`config.mk`:
```
export PLATFORM = sky130hd
export DESIGN_NAME = wshb_rr_arbiter
export DESIGN_NICKNAME = d
export VERILOG_FILES = /design/src/rtl/wshb_rr_arbiter.sv
export SDC_FILE = /design/constraint.sdc
export NUM_CORES = 1
export LEC_CHECK = 0
export CAP_MARGIN = 20
export CORE_ASPECT_RATIO = 1.25
export CORE_MARGIN = 8
export CORE_UTILIZATION = 25
export DETAILED_ROUTE_END_ITERATION = 7
export GPL_ROUTABILITY_DRIVEN = 0
export PLACE_DENSITY = 0.81
export SLEW_MARGIN = 20
export SYNTH_ARGS = -nofsm -noshare
export SYNTH_HDL_FRONTEND = slang
export SYNTH_SLANG_ARGS = --single-unit
```
`constraint.sdc`:
```
create_clock -name clk -period 2.2 [get_ports clk]
set_input_delay 0.44 -clock clk [delete_from_list [all_inputs] [get_ports clk]]
set_output_delay 0.44 -clock clk [all_outputs]
set_load 0.02 [all_outputs]
```
`src/rtl/wshb_rr_arbiter.sv`:
```
// -----------------------------------------------------------------------------
// wshb_rr_arbiter
//
// Shares one Wishbone slave port (the SDRAM controller) between two Wishbone
// masters: M0 is the VGA reader and M1 is the mire/pattern writer.
// A master requests by raising cyc. Arbitration is round-robin with a
// registered grant. While the other master is waiting, a burst limit hands the
// port over after MAX_BURST acks. The handover happens only on an ack edge, so
// no transfer is cut short.
//
// Ports
//   clk, rst                 system clock, asynchronous active-high reset
//   m0_cyc/stb/we/adr/       VGA master request side
//     dat_ms/sel, m0_ack
//   m1_*                     same set for the mire master
//   s_cyc/stb/we/adr/        to SDRAM controller (routed from granted master)
//     dat_ms/sel
//   s_cti, s_bte             tied to classic cycles
//   s_ack, s_dat_sm          from SDRAM controller
//   dat_sm                   slave read data broadcast to both masters
//   gnt                      one-hot current grant, 2'b00 when idle
// -----------------------------------------------------------------------------
module wshb_rr_arbiter #(
   parameter int AW        = 32,
   parameter int DW        = 16,
   parameter int MAX_BURST = 16,
   localparam int SW       = DW / 8
) (
   input  logic          clk,
   input  logic          rst,
   // M0: VGA reader
   input  logic          m0_cyc,
   input  logic          m0_stb,
   input  logic          m0_we,
   input  logic [AW-1:0] m0_adr,
   input  logic [DW-1:0] m0_dat_ms,
   input  logic [SW-1:0] m0_sel,
   output logic          m0_ack,
   // M1: mire writer
   input  logic          m1_cyc,
   input  logic          m1_stb,
   input  logic          m1_we,
   input  logic [AW-1:0] m1_adr,
   input  logic [DW-1:0] m1_dat_ms,
   input  logic [SW-1:0] m1_sel,
   output logic          m1_ack,
   // Slave: SDRAM controller
   output logic          s_cyc,
   output logic          s_stb,
   output logic          s_we,
   output logic [AW-1:0] s_adr,
   output logic [DW-1:0] s_dat_ms,
   output logic [SW-1:0] s_sel,
   output logic [2:0]    s_cti,
   output logic [1:0]    s_bte,
   input  logic          s_ack,
   input  logic [DW-1:0] s_dat_sm,
   // Broadcast read data and grant status
   output logic [DW-1:0] dat_sm,
   output logic [1:0]    gnt
);

   // A one-ack limit still needs a one-bit counter.
   localparam int CW = (MAX_BURST > 1) ? $clog2(MAX_BURST) : 1;
   localparam logic [CW-1:0] LIMIT = CW'(MAX_BURST - 1);

   typedef enum logic [1:0] {
      IDLE = 2'd0,
      GNT0 = 2'd1,
      GNT1 = 2'd2
   } state_t;

   state_t        state;
   logic          last;   // master served most recently; the other wins a tie
   logic [CW-1:0] cnt;    // acks taken in the current grant, saturating

   logic req0, req1, at_limit;

   assign req0     = m0_cyc;
   assign req1     = m1_cyc;
   assign at_limit = (cnt == LIMIT);

   // NOTE: every register in this block uses non-blocking assignments so that
   // all of them update together on the edge, whatever their order in the code.
   always_ff @(posedge clk or posedge rst) begin
      if (rst) begin
         state <= IDLE;
         last  <= 1'b1;
         cnt   <= '0;
      end else begin
         case (state)
            IDLE: begin
               if (req0 && req1)
                  state <= last ? GNT0 : GNT1;
               else if (req0)
                  state <= GNT0;
               else if (req1)
                  state <= GNT1;
            end
            GNT0: begin
               // Release on drop of cyc, or forced handover on the limiting ack.
               if (!req0 || (at_limit && s_ack && req1)) begin
                  state <= req1 ? GNT1 : IDLE;
                  last  <= 1'b0;
                  cnt   <= '0;
               end else if (s_ack && !at_limit) begin
                  cnt <= cnt + 1'b1;
               end
            end
            GNT1: begin
               if (!req1 || (at_limit && s_ack && req0)) begin
                  state <= req0 ? GNT0 : IDLE;
                  last  <= 1'b1;
                  cnt   <= '0;
               end else if (s_ack && !at_limit) begin
                  cnt <= cnt + 1'b1;
               end
            end
            default: begin
               state <= IDLE;
               cnt   <= '0;
            end
         endcase
      end
   end

   // Datapath mux, combinational from the registered state.
   // NOTE: every output gets a default before the case, so no path leaves a
   // value held over and no latch is inferred.
   always_comb begin
      s_cyc    = 1'b0;
      s_stb    = 1'b0;
      s_we     = 1'b0;
      s_adr    = '0;
      s_dat_ms = '0;
      s_sel    = '0;
      m0_ack   = 1'b0;
      m1_ack   = 1'b0;
      case (state)
         GNT0: begin
            s_cyc    = m0_cyc;
            s_stb    = m0_stb;
            s_we     = m0_we;
            s_adr    = m0_adr;
            s_dat_ms = m0_dat_ms;
            s_sel    = m0_sel;
            m0_ack   = s_ack;
         end
         GNT1: begin
            s_cyc    = m1_cyc;
            s_stb    = m1_stb;
            s_we     = m1_we;
            s_adr    = m1_adr;
            s_dat_ms = m1_dat_ms;
            s_sel    = m1_sel;
            m1_ack   = s_ack;
         end
         default: ;  // IDLE: slave port quiet, a stray s_ack goes nowhere
      endcase
   end

   assign gnt    = {state == GNT1, state == GNT0};
   assign dat_sm = s_dat_sm;
   assign s_cti  = 3'b000;
   assign s_bte  = 2'b00;

endmodule

```
== Word level (Yosys, flattened, before mapping) ==
Index checks and enable logic that the tools add are counted.

* Add/sub/neg operators: 1
* Equal/unequal tests: 6
* Muxes and demuxes: 24
* Reduce and logical (&&, ||, !) cells: 14

{| class="wikitable"
|+ Operator list
! operator !! count
|-
| 32-bit case mux with 2 select lines || 1
|-
| 16-bit case mux with 2 select lines || 1
|-
| 2-bit two-way mux || 7
|-
| 4-bit two-way mux || 3
|-
| 4-bit case mux with 3 select lines || 1
|-
| 1-bit case mux with 2 select lines || 4
|-
| 2-bit case mux with 3 select lines || 1
|-
| 3-bit AND reduction || 2
|-
| 1-bit logical AND || 5
|-
| 1-bit two-way mux || 5
|-
| 4-bit by 1-bit adder with 4-bit output (second input constant) || 1
|-
| 4-bit == test (second input constant) || 1
|-
| 2-bit by 1-bit inequality test with 1-bit output (second input constant) || 2
|-
| 4-bit inequality test (second input constant) || 1
|-
| 2-bit case mux with 2 select lines || 1
|-
| 1-bit logical NOT || 3
|-
| 2-bit by 1-bit == test with 1-bit output (second input constant) || 1
|-
| 2-bit == test (second input constant) || 1
|-
| 2-bit logical NOT || 1
|-
| 1-bit logical OR || 2
|-
| 2-bit nonzero test || 1
|}

* Register bits: 7
* Bits of input ports: 125
* Output and inout port bits: 78
* Word-level logic and storage cells: 48

== Longest topological paths before layout ==
* Word-level depth: 6
* Depth in mapped cells: 6
* Depth with buffers taken out: 5

== Worst setup path after synthesis ==
OpenSTA, ideal clock, no wires.

* Path kind: register to output
* Start point: reg state[0]
* End point: out s_adr[23]
* Arrival: 1796 ps
* Data required time: 1760 ps
* Setup slack: -36 ps
* Cell stages (with the launch flop): 7
* Buffers on the path: 2
* Cells stage by stage: dfrtp_1 -> inv_1 -> ha_1 -> buf_2 -> buf_1 -> a22oi_1 -> nor2b_1

* Longest elaborated chain between the ends: 2
* Elaborated cells on any way between the ends: 3
* Classes of those cells: 2 x eq/ne; 1 x mux

{| class="wikitable"
|+ RTL lines
! element !! RTL line !! source
|-
| start, declared || 73 || <nowiki>state_t state;</nowiki>
|-
| start signal, assigned || 94 || <nowiki>state <= last ? GNT0 : GNT1;</nowiki>
|-
| start signal, assigned || 103 || <nowiki>state <= req1 ? GNT1 : IDLE;</nowiki>
|-
| start signal, assigned || 112 || <nowiki>state <= req0 ? GNT0 : IDLE;</nowiki>
|-
| 2-bit == test || n/a ||
|-
| named net gnt[1] || 60 || <nowiki>output logic [1:0] gnt</nowiki>
|-
| 32-bit case mux with 2 select lines || 139 || <nowiki>case (state)</nowiki>
|-
| end, declared || 51 || <nowiki>output logic [AW-1:0] s_adr,</nowiki>
|}

The timed path passes the listed nets, and every way through them passes these cells.

== Worst setup path after layout ==
* Start point: reg state[1]
* End point: out s_cyc

* Longest elaborated chain between the ends: 2
* Elaborated cells on any way between the ends: 3
* Classes of those cells: 2 x eq/ne; 1 x mux

{| class="wikitable"
|+ RTL lines
! element !! RTL line !! source
|-
| 2-bit == test / 2-bit by 1-bit == test with 1-bit output (equally long branches) || 139 ||
|-
| 1-bit case mux with 2 select lines (*) || 139 ||
|-
| end, declared || 48 || <nowiki>output logic s_cyc,</nowiki>
|}

Every way passes the cells marked *; elsewhere a longest branch is shown, timed or not.

==> summary.txt <==
Status
  • Status: completed

Finish
  • Fraction of layout cells with a size suffix above 1: approximately 26%
  • Most frequent cells in the layout: 108 x clkdlybuf4s50_1, 55 x a22oi_1, 45 x nor2b_1
  • Most common cell after layout, fill and taps aside: clkdlybuf4s50_1
  • Diodes inserted: 0
  • Fin nets: approximately 500
  • Design area: approximately 3300 um2
  • Fillcell total: roughly 530
  • Area growth syn-to-layout: 122%

Logic synthesis
  • Yosys warning total: 0
  • Mapped Area: 1510 um2
  • FF+latch count, synth: 7
  • Synth Flop Type: dfrtp_1
  • Synth unique cells: 34
  • Number of flops mapped to enable cells by yosys: 0
  • Synth Area in Compound Gates: roughly 35%
  • Post-Synth Adder-Cell Area: 4.15%
  • Yosys top cell area share: 27.4%
  • Dominant cell type by area after synthesis: a22oi_1
  • Post-synthesis mux area share: 0%
  • Async S/R FF share, synth: 100%
  • Mapped Cells: 206
  • Avg Cell Area, Syn: approximately 7.3 um2
  • Sequential cell area fraction in the yosys report: between 10% and 20%
  • Largest family of logic cells by synthesized area: compound AO/OA/AOI/OAI gates
  • Largest cells by area after synthesis: a22oi_1 27%, nor2b_1 23%, buf_4 10%
  • Simple-gate share of the synthesized area: 32.4%
  • Synth Area in XOR/XNOR: 0%

Timing
  • Setup TNS: 0 ns
  • Final Hold Violating Endpoints: 0
  • Max-slew violation count: 0
  • Setup-failing EPs final: 0
  • Max Clock Skew: ~0.004 ns
  • Final period demand of the worst path: ~2.2 ns
  • Period utilization: between 90% and 100%
  • Achievable Freq: 462 MHz

Power and ir drop
  • Leakage power: 1.21 nW
  • PD cells: approximately 890 nW/um2
  • Worst vdd ir: 0.359 mV

Placed design
  • I/O Buffers: ~170
  • Post-DP HPWL: 6390 um
  • DP Area: about 3200 um2

Clocking
  • Worst-path clk slew: about 0.050 ns
  • Clock insertion delay at the later pin of the skew report: 0.24 ns
  • Root Buffer Master: clkbuf_8
  • Num CTS Buffers: 3
  • Hold_buf cts: 0
  • H-Tree Depth: 1
  • Clk sinks: 7
  • CTS Buffer Depth: 2
  • CTS tree: built

Floorplanning
  • Core box area: 5820 um2
  • Die Y: ~100 um
  • Starting Density: roughly 26%
  • # IOs: 203
  • Die width: 85.5 um
  • Die area: a little under 9000 um2
  • Rows: 31

Worst setup path
  • Worst Setup SP: state[1]
  • CP endpoint kind: output pin
  • Crit path cell chain: inv_2 > ha_4 > buf_4 > a22o_1 > and2_1 > clkdlybuf4s15_2
  • Max incr delay on CP: 0.44 ns
  • Worst Reg-to-Reg Cells: 6
  • CP Capture Point: s_cyc
  • R2R Path End: state[0]
  • Crit Path Class: register to output pin
  • Slowest stage cell, crit path: dfrtp_1
  • Crit start category: register
  • CP arrival: around 1.7 ns
  • R2r setup slk: 0.41 ns
  • CP Max Fanout: 4
  • R2R Path Start: state[0]
  • CP required: ~1.8 ns

Route
  • 1st-pass router iterations: 4
  • DRT iter0 DRCs: 103
  • Routed WL: 7890 um
  • Via count: about 2200
  • Antenna Violating Nets Remaining: 0
  • Vias per inst: about 5.1
  • DRC viols: 0
  • Drt wl/cell: approximately 19 um

Global route
  • Total gr overflow: 0
  • Largest net degree at the start of global routing: 36
  • Vias in the first global route: 2378
  • Global-route wire length before repair: between 10000 and 15000 um
  • Initial antenna violation count: 0
  • Global Route Usage Sum: approximately 16%

Min path
  • Hold Path Class: input pin to asynchronous set/reset pin

Job
  • Max-cap violation count: 0
## metal layers
metal / up-vias / GRT usage [%] / routed length [um]
li1: 1042 / - / -
met1: 1008 / 15.5 / 2740
met2: 98 / 31.6 / 4270
met3: 23 / 5.10 / 626
met4: 0 / 6.89 / 254
met5: - / 0 / 0
## worst max-delay path: cells and delay by family (launching register included)
family | cells | cell delay, ns
compound gates | 1 | 0.20
fa+ha+maj | 1 | 0.21
buf+inv | 3 | 0.49
flops | 1 | 0.44
simple gates | 1 | 0.15
## state kept, by name (all words and copies together) (netlist names)
name   count
state      2
cnt        4
last       1
## layout make-up
type	count	area, um2	share of cell area, %
clock buffers	4	45.0	1.35
well taps	66	82.6	2.47
flip-flops and latches	7	176	5.27
multi-input cells	161	1170	34.9
repair buffers	183	1860	55.6
inverters	4	15.0	0.449
## logic make-up after synthesis
group | Yosys count
DFF | 7
other | 1
buffers and inverters | 42
adders and majority gates | 5
and+or+nand+nor | 80
AOI/OAI and AO/OA | 71
## synth_stat cells, types with 2 or more instances
library cell and n:
and2_1 3, buf_4 21, dfrtp_1 6, inv_1 4, nor3b_1 2, clkbuf_1 10
nand2b_1 2, or3_1 2, a22oi_1 55, nand3_1 5, ha_1 5, o21ai_0 3
a21oi_1 2, buf_1 2, nor2b_1 55, buf_2 5, a221oi_1 3, nor2_1 5
## report_power, final
part	total [mW]	internal, mW	switching, mW
Sequential	0.224	0.177	0.0467
Clock	0.196	0.127	0.0697
Combinational	2.54	1.31	1.23
Total	2.96	1.62	1.34
## how the worst min path moves through the flow
stage | startpoint | endpoint | slack (ns)
3_5_place_dp | last | last | 0.54
5_1_grt | rst | state[0] | 0.49
2_1_floorplan | rst | cnt[0] | 0.24
4_1_cts | rst | state[1] | 0.45
3_3_place_gp | cnt[3] | cnt[3] | 0.52
6_report | rst | state[1] | 0.45
## stage by stage
step | instances | power [mW] | util [%] | worst slack (ns) | hold slack, ns
after floorplan | 210 | 1.66 | - | 0.0202 | 0.243
after global placement | 418 | 2.71 | 55.8 | -0.0762 | 0.517
after detailed placement | 418 | 2.74 | 55.8 | -0.0917 | 0.537
after CTS | 424 | 2.89 | 57.6 | 0.0143 | 0.453
after global routing | 425 | 3.17 | 57.5 | -0.00319 | 0.488
final | 425 | 2.96 | 57.5 | 0.0353 | 0.447
## what timing repair did
action	4_1_cts	5_1_grt
pin swaps	0	0
setup buffers	2	0
endpoints found under the setup margin	56	51
resized for setup	150	17
gates cloned	0	1
Power figures use the tool's default switching activity.
